### src/rtl/cfg_pkg.sv
// Shared definitions for the LUT configuration loader.
// Holds the loader state encoding and the elaboration-time helpers that
// size counters and derive the frame/word bookkeeping from the parameters.
package cfg_pkg;

  typedef enum logic [1:0] {
    ST_IDLE  = 2'd0,
    ST_CLEAR = 2'd1,
    ST_LOAD  = 2'd2,
    ST_DONE  = 2'd3
  } state_t;

  // Bits needed to hold any value in 0..max_val (never less than one bit).
  function automatic int cnt_width(input int max_val);
    return (max_val < 2) ? 1 : $clog2(max_val + 1);
  endfunction

  function automatic int frames_per_word(input int word_width, input int frame_width);
    return word_width / frame_width;
  endfunction

  // Words consumed by one load: the last word may be only partly used.
  function automatic int words_needed(input int chain_length, input int fpw);
    return (chain_length + fpw - 1) / fpw;
  endfunction

endpackage

### src/rtl/cfg_serializer.sv
// Word-to-frame serializer for the LUT configuration loader.
// Holds one host word and shifts it out FRAME_WIDTH bits at a time, LSB
// frame first. It requests the next word while the last frame of the
// current one is still going out, so a continuously valid host sees no
// bubble between words.
//
// Ports:
//   clk, rst     clock and synchronous active-high reset
//   clear        empty the buffer (start of a new load)
//   enable       loader is in its LOAD phase
//   more_words   the load still needs at least one more host word
//   flush        the frame now at the output is the last one of the chain
//   word_in      host word, frame 0 in the low FRAME_WIDTH bits
//   word_valid   host word valid
//   word_ready   buffer can take a word this cycle
//   accept       word handshake completes this cycle
//   shift        a frame is presented to the chain this cycle
//   frame        frame presented to the chain
module cfg_serializer
  import cfg_pkg::*;
#(
  parameter int FRAME_WIDTH = 1,
  parameter int WORD_WIDTH  = 32
) (
  input  logic                   clk,
  input  logic                   rst,
  input  logic                   clear,
  input  logic                   enable,
  input  logic                   more_words,
  input  logic                   flush,
  input  logic [WORD_WIDTH-1:0]  word_in,
  input  logic                   word_valid,
  output logic                   word_ready,
  output logic                   accept,
  output logic                   shift,
  output logic [FRAME_WIDTH-1:0] frame
);

  localparam int FPW  = frames_per_word(WORD_WIDTH, FRAME_WIDTH);
  localparam int BC_W = cnt_width(FPW);
  localparam logic [BC_W-1:0] BC_FULL = BC_W'(FPW);
  localparam logic [BC_W-1:0] BC_ONE  = BC_W'(1);

  logic [WORD_WIDTH-1:0] data_buf;
  logic [BC_W-1:0]       buf_cnt;

  always_comb begin
    shift      = enable && (buf_cnt != '0);
    // Ready while at most one frame remains: the refill lands in the same
    // cycle that last frame leaves.
    word_ready = enable && more_words && (buf_cnt <= BC_ONE);
    accept     = word_valid && word_ready;
    frame      = data_buf[FRAME_WIDTH-1:0];
  end

  // The final chain frame also drops any unused frames of the last word,
  // leaving the output at zero once the load is over.
  always_ff @(posedge clk) begin
    if (rst || clear || (shift && flush)) begin
      data_buf <= '0;
      buf_cnt  <= '0;
    end else if (accept) begin
      data_buf <= word_in;
      buf_cnt  <= BC_FULL;
    end else if (shift) begin
      data_buf <= data_buf >> FRAME_WIDTH;
      buf_cnt  <= buf_cnt - BC_ONE;
    end
  end

endmodule

### src/rtl/lut_config_loader.sv
// Configuration-stream front end for a chain of LUT scan registers.
// On start it resets the chain for one cycle, then streams exactly
// CHAIN_LENGTH frames taken from host words into config_in/config_en and
// parks in DONE until the next start. The first frame shifted ends up at
// the far end of the chain.
//
// Ports:
//   config_clk       clock shared with the LUT chain
//   reset            synchronous active-high reset
//   start            load request, honoured only in IDLE or DONE
//   word_in          host configuration word, frame 0 in the low bits
//   word_valid       host word valid
//   word_ready       loader accepts word_in this cycle
//   chain_reset      chain reset, high for the single CLEAR cycle
//   chain_config_en  chain shift enable
//   chain_config_in  frame shifted into the chain
//   busy             high in CLEAR and LOAD
//   done             high in DONE
module lut_config_loader
  import cfg_pkg::*;
#(
  parameter int FRAME_WIDTH  = 1,
  parameter int WORD_WIDTH   = 32,
  parameter int CHAIN_LENGTH = 16
) (
  input  logic                   config_clk,
  input  logic                   reset,
  input  logic                   start,
  input  logic [WORD_WIDTH-1:0]  word_in,
  input  logic                   word_valid,
  output logic                   word_ready,
  output logic                   chain_reset,
  output logic                   chain_config_en,
  output logic [FRAME_WIDTH-1:0] chain_config_in,
  output logic                   busy,
  output logic                   done
);

  localparam int FPW          = frames_per_word(WORD_WIDTH, FRAME_WIDTH);
  localparam int WORDS_NEEDED = words_needed(CHAIN_LENGTH, FPW);
  localparam int FC_W         = cnt_width(CHAIN_LENGTH - 1);
  localparam int WC_W         = cnt_width(WORDS_NEEDED);
  localparam logic [FC_W-1:0] FRAME_LAST = FC_W'(CHAIN_LENGTH - 1);
  localparam logic [FC_W-1:0] FC_ONE     = FC_W'(1);
  localparam logic [WC_W-1:0] WORDS_ALL  = WC_W'(WORDS_NEEDED);
  localparam logic [WC_W-1:0] WC_ONE     = WC_W'(1);

  state_t          state;
  state_t          state_nxt;
  logic [FC_W-1:0] frame_cnt;
  logic [WC_W-1:0] word_cnt;
  logic            begin_load;
  logic            loading;
  logic            last_frame;
  logic            more_words;
  logic            shift;
  logic            accept;
  logic [FRAME_WIDTH-1:0] frame;

  assign last_frame = (frame_cnt == FRAME_LAST);
  assign more_words = (word_cnt < WORDS_ALL);

  cfg_serializer #(
    .FRAME_WIDTH(FRAME_WIDTH),
    .WORD_WIDTH (WORD_WIDTH)
  ) u_serializer (
    .clk       (config_clk),
    .rst       (reset),
    .clear     (begin_load),
    .enable    (loading),
    .more_words(more_words),
    .flush     (last_frame),
    .word_in   (word_in),
    .word_valid(word_valid),
    .word_ready(word_ready),
    .accept    (accept),
    .shift     (shift),
    .frame     (frame)
  );

  assign chain_config_en = shift;
  assign chain_config_in = frame;

  always_ff @(posedge config_clk) begin
    if (reset) begin
      state <= ST_IDLE;
    end else begin
      state <= state_nxt;
    end
  end

  always_ff @(posedge config_clk) begin
    if (reset || begin_load) begin
      frame_cnt <= '0;
      word_cnt  <= '0;
    end else begin
      if (accept) begin
        word_cnt <= word_cnt + WC_ONE;
      end
      if (shift) begin
        frame_cnt <= last_frame ? '0 : frame_cnt + FC_ONE;
      end
    end
  end

  always_comb begin
    state_nxt   = state;
    begin_load  = 1'b0;
    loading     = 1'b0;
    chain_reset = 1'b0;
    busy        = 1'b0;
    done        = 1'b0;
    case (state)
      ST_IDLE: begin
        if (start) begin
          state_nxt  = ST_CLEAR;
          begin_load = 1'b1;
        end
      end
      ST_CLEAR: begin
        chain_reset = 1'b1;
        busy        = 1'b1;
        state_nxt   = ST_LOAD;
      end
      ST_LOAD: begin
        busy    = 1'b1;
        loading = 1'b1;
        if (shift && last_frame) begin
          state_nxt = ST_DONE;
        end
      end
      ST_DONE: begin
        done = 1'b1;
        if (start) begin
          state_nxt  = ST_CLEAR;
          begin_load = 1'b1;
        end
      end
      default: state_nxt = ST_IDLE;
    endcase
  end

endmodule

### config.mk
export PLATFORM = sky130hd
export DESIGN_NAME = lut_config_loader
export DESIGN_NICKNAME = d
export VERILOG_FILES = /design/src/rtl/cfg_pkg.sv /design/src/rtl/cfg_serializer.sv /design/src/rtl/lut_config_loader.sv
export SDC_FILE = /design/constraint.sdc
export NUM_CORES = 1
export LEC_CHECK = 0
export CAP_MARGIN = 40
export CELL_PAD_IN_SITES_DETAIL_PLACEMENT = 1
export CELL_PAD_IN_SITES_GLOBAL_PLACEMENT = 2
export CORE_ASPECT_RATIO = 1.5
export CORE_MARGIN = 3
export CORE_UTILIZATION = 30
export CTS_BUF_LIST = sky130_fd_sc_hd__clkbuf_4
export DETAILED_ROUTE_END_ITERATION = 12
export GPL_TIMING_DRIVEN = 0
export PLACE_DENSITY = 0.82
export SYNTH_ARGS = -nofsm -noshare
export SYNTH_HDL_FRONTEND = slang
export SYNTH_SLANG_ARGS = --single-unit
### constraint.sdc
create_clock -name config_clk -period 3.7 [get_ports config_clk]
set_input_delay 0.555 -clock config_clk [delete_from_list [all_inputs] [get_ports config_clk]]
set_output_delay 0.555 -clock config_clk [all_outputs]
set_load 0.02 [all_outputs]
Word-level counts from Yosys, hierarchy flattened

Cells that the tools add are included.

Word-level logic and storage cells: 45
Bits in registers: 45
Output and inout bits: 6
Input bits: 36

Equal/unequal tests: 6
Reductions and logical operators: 14
Magnitude comparators: 2
Muxes and demuxes: 14
Add/subtract/negate cells: 3

Operator list:

| kind                  | number |
|---|---|
| $mux W32              | 2 |
| $mux W6               | 2 |
| $le A6 B1 Y1 const B  | 1 |
| $mux W1               | 6 |
| $pmux W2 S3           | 1 |
| $reduce_bool A6 Y1    | 1 |
| $reduce_or A2 Y1      | 3 |
| $sub A6 B1 Y6 const B | 1 |
| $logic_and A1 B1 Y1   | 5 |
| $add A4 B1 Y4 const B | 1 |
| $eq A2 B2 Y1 const B  | 2 |
| $eq A4 B4 Y1 const B  | 1 |
| $mux W2               | 2 |
| $mux W4               | 1 |
| $eq A2 B1 Y1 const B  | 1 |
| $logic_not A2 Y1      | 1 |
| $logic_or A1 B1 Y1    | 2 |
| $ne A2 B1 Y1 const B  | 1 |
| $ne A2 B2 Y1 const B  | 1 |
| $reduce_and A2 Y1     | 1 |
| $reduce_bool A2 Y1    | 1 |
| $add A1 B1 Y1 const B | 1 |
| $lt A1 B1 Y1 const B  | 1 |

Depth between registers and ports, before layout

Word-level depth: 6
Depth in mapped cells: 8
Depth with buffers taken out: 6

By module

From an unflattened synthesis, not the netlist that was laid out.

Cell total of the unflattened synthesis: 263
Area total of the unflattened synthesis: 2243.4 um^2

Modules (own cells, without submodules):

| module            | area an instance (um^2) | times used | cells each | seq. area each (um^2) |
|---|---|---|---|---|
| cfg_serializer    | 1844.3                  | 1          | 217        | 760.7 |
| lut_config_loader | 399.1                   | 1          | 46         | 140.1 |

Worst setup path after synthesis

OpenSTA, ideal clock, no wires.

Path kind: reg-to-output
From: register u_serializer.buf_cnt[2]
To: output chain_config_en
Path slack: 1.845 ns
Arrival: 1.300 ns
Stages on the path, launching flop included: 6
Cell sequence: dfxtp_1 nor4_4 a21bo_1 buf_4 inv_2 buf_2

Cells in the longest elaborated chain, start to end: 2

RTL lines:

| element                  | line                    | RTL |
|---|---|---|
| start: declaration       | cfg_serializer.sv:45    | `logic [BC_W-1:0] buf_cnt;` |
| start signal: assignment | cfg_serializer.sv:67    | `buf_cnt <= buf_cnt - BC_ONE;` |
| $reduce_bool A6 Y1       | cfg_serializer.sv:48    | `shift = enable && (buf_cnt != '0);` |
| $logic_and A1 B1 Y1      | cfg_serializer.sv:48    |  |
| end: declaration         | lut_config_loader.sv:33 | `output logic chain_config_en,` |

Every way passes these cells.

Worst setup path after layout

From: register state[0]
To: output chain_config_en

Cells in the longest elaborated chain, start to end: 3

RTL lines:

| element                  | line                     | RTL |
|---|---|---|
| start: declaration       | lut_config_loader.sv:48  | `state_t state;` |
| start signal: assignment | lut_config_loader.sv:88  | `state <= state_nxt;` |
| $eq A2 B2 Y1             | lut_config_loader.sv:113 | `case (state)` |
| $mux W1                  | lut_config_loader.sv:113 |  |
| $logic_and A1 B1 Y1      | cfg_serializer.sv:48     |  |

Every way passes these cells.

==> impl_metrics.env <==
export IMPL_status="completed"
export IMPL_dieWidth_um=74.75
export IMPL_multi_input_area_um2=1091
export IMPL_cts_max_level=2
export IMPL_antenna_cells=0
export IMPL_drive_gt1_frac=0.08469
export IMPL_reg2reg_slack_ns=1.61
export IMPL_cts_tree="done"
export IMPL_grt_antenna_before_repair=0
export IMPL_grt_usage=0.1451
export IMPL_hold_violations=0
export IMPL_yosys_cell_types_count=35
export IMPL_fin_nets=350
export IMPL_areaGrowthSynthToFinish_pct=27.59
export IMPL_cts_max_path_buffers=2
export IMPL_grt_pass1_wl_mm=9.356
export IMPL_synth_edff_count=0
export IMPL_crit_reg2reg_capture="u_serializer.data_buf[23]"
export IMPL_drv_cap=0
export IMPL_ios=42
export IMPL_cts_root_buf="clkbuf_4"
export IMPL_crit_chain="inv_1 > ha_1 > a21bo_1 > buf_4 > inv_2 > buf_2 > clkdlybuf4s50_1"
export IMPL_cp_slowest_cell="clkdlybuf4s50_1"
export IMPL_cellInternalPower_mw=0.9168
export IMPL_setup_viol=0
export IMPL_synthMuxAreaShare=0
export IMPL_critical_path_class="reg -> out"
export IMPL_yosys_warnings=0
export IMPL_antenna_left=0
export IMPL_max_freq_mhz=330.5
export IMPL_drt_pass1_iterations=4
export IMPL_clk_pin_slew_ns=0.13
export IMPL_hp_class="reg -> reg"
export IMPL_rsz0062_at_grt="false"
export IMPL_yosysTopAreaCellShare=0.4235
export IMPL_wl_per_cell_um=14.14
export IMPL_startpoint="state[0]"
export IMPL_syn_cell_area_um2=2127
export IMPL_crit_required_ns=3.14
export IMPL_synth_top_family_by_area="compound AO/OA/AOI/OAI gates"
export IMPL_grt_max_degree=14
export IMPL_powerDensity_nw_per_um2=516.9
export IMPL_synth_ff_type="dfxtp_1"
export IMPL_synth_largest_area_cell="dfxtp_1"
export IMPL_seqCellArea_um2=900.9
export IMPL_reg2reg_from="u_serializer.buf_cnt[0]"
export IMPL_grt_pass1_vias=1949
export IMPL_syn_num_nets=302
export IMPL_fin_crit_ns=3.026
export IMPL_synthCells=258
export IMPL_p_sw_frac=0.3465
export IMPL_numCtsBuffers=5
export IMPL_slew_headroom=0.6548
export IMPL_worstPathArrival_ns=2.47
export IMPL_layout_commonest_cell="dfxtp_1"
export IMPL_io_buffer_count=41
export IMPL_power_frac_comb=0.366
export IMPL_yosys_area_share_adder=0.04706
export IMPL_drv_slew=0
export IMPL_synth_xor_area_frac=0.02471
export IMPL_p_leak_nw=0.9442
export IMPL_post_cts_buffers=0
export IMPL_placeableCoreArea_um2=6852
export IMPL_drtIter0Drc=69
export IMPL_fill_cells=847
export IMPL_worst_path_max_fanout=10
export IMPL_reg2reg_depth=6
export IMPL_holdCritStartpoint="u_serializer.data_buf[12]"
export IMPL_p_clk_frac=0.219
export IMPL_p_total_mw=1.403
export IMPL_tns_ns=0
export IMPL_holdBufCountCts=0
export IMPL_endpoint="chain_config_en"
export IMPL_cts_resized=0
export IMPL_routed_wl_mm=5.442
export IMPL_slowest_delay_ns=0.64
export IMPL_via_per_inst=5.158
export IMPL_synth_compound_area_frac=0.2635
export IMPL_skew_ns=0.006918
export IMPL_cp_start_kind="flop"
export IMPL_p_seq_frac=0.415
export IMPL_final_cell_mix="45 x dfxtp_1, 41 x clkdlybuf4s50_1, 40 x a21oi_1, 38 x nor2_1, 36 x nand2_1"
export IMPL_worst_pin_slew_ns=0.5139
export IMPL_die_h_um=109.1
export IMPL_clock_latency_ns=0.34
export IMPL_fin_crit_sh=0.8178
export IMPL_ys_seq_elements=45
export IMPL_drc=0
export IMPL_place_gp_congestion=0.7530
export IMPL_endpoint_kind="primary output"
export IMPL_synth_area_top_cells="dfxtp_1 42%, a211oi_1 12%, a21oi_1 9.4%"
export IMPL_initial_core_util=0.3104
export IMPL_cts_sink_count=45
export IMPL_synth_async_reset_ratio=0
export IMPL_die_area_um2=8157
export IMPL_placementRows=37
export IMPL_overflow=0
export IMPL_yosysSeqAreaShare=0.4235
export IMPL_power_switching_mw=0.4860
export IMPL_synth_simple_area_share=0.1776
export IMPL_peakVddDrop_mv=0.2343
export IMPL_synth_avg_cell_area_um2=8.244
export IMPL_dp_hpwl_mm=4.055
export IMPL_vias=1986
[sequential cells by signal, indices dropped and copies added, names as in the netlist]
signal and flops:
u_serializer.buf_cnt 6, frame_cnt 4, word_cnt 1, u_serializer.data_buf 32, state 2
[how the worst min path moves through the flow]
stage,slack [ns],endpoint,cells after the start
floorplan,0.44,u_serializer.data_buf[16],2
CTS,0.48,u_serializer.data_buf[13],2
global route,0.50,u_serializer.data_buf[27],2
global placement,0.45,u_serializer.data_buf[1],2
finish,0.47,u_serializer.data_buf[12],2
detailed placement,0.45,u_serializer.data_buf[6],2
[power by group through the flow]
stage | Clock, mW | Sequential, mW | Combinational [mW]
after global placement | 0 | 0.591 | 0.511
after detailed placement | 0 | 0.593 | 0.521
after global routing | 0.342 | 0.592 | 0.581
final | 0.308 | 0.582 | 0.513
after floorplan | 0 | 0.584 | 0.350
after CTS | 0.317 | 0.583 | 0.524
[worst max-delay path: cells and delay by family (launching register included)]
family,cells,cell delay [ns]
AOI/OAI and AO/OA,1,0.24
adders and majority gates,1,0.31
buffers and inverters,5,1.19
DFF,1,0.38
[stage by stage]
stage | cells | instance area (um^2) | hold WS (ns) | setup WS [ns] | utilization
detailed placement | 377 | 2635 | 0.4543 | 1.024 | 0.3846
finish | 385 | 2714 | 0.4728 | 0.6741 | 0.3961
floorplan | 258 | 2127 | 0.4355 | 1.845 | -
CTS | 385 | 2714 | 0.4778 | 0.6114 | 0.3961
global placement | 377 | 2635 | 0.4463 | 1.045 | 0.3846
global route | 385 | 2714 | 0.4978 | 0.4861 | 0.3961
[layer usage]
layer  GRT usage  part of all wire  up-vias
met1      0.1827              0.45      949
met4     0.03817             0.011        0
met5           0                 0        -
met3     0.02952             0.023        4
met2      0.2478              0.52       34
li1            -                 -      999
[Yosys cell counts, types with 2 or more instances]
cell type,number
a211oi_1,33
nand2_1,36
xnor2_1,6
clkbuf_1,8
buf_4,2
nand3_1,2
or2_2,2
buf_2,6
buf_6,3
nor3_1,3
dfxtp_1,45
nor2_1,38
inv_1,6
ha_1,8
a21oi_1,40
[kinds of logic (layout without fill, tap and decap cells)]
kind of cell	after synthesis	after routing
DFF	45	45
AOI/OAI and AO/OA	85	85
adders and majority gates	8	8
and+or+nand+nor	88	88
buffers and inverters	26	75
xor gates and xnor gates	6	6
[cell type report]
cell class / count / share of cell area
clock buffers: 6 / 0.01660
plain buffers: 19 / 0.04011
repair buffers: 41 / 0.1512
inverters: 7 / 0.009682
multi-input cells: 187 / 0.4020
clock inverters: 2 / 0.01245
well taps: 78 / 0.03596
flip-flops and latches: 45 / 0.3320
Power figures use the tool's default switching activity.
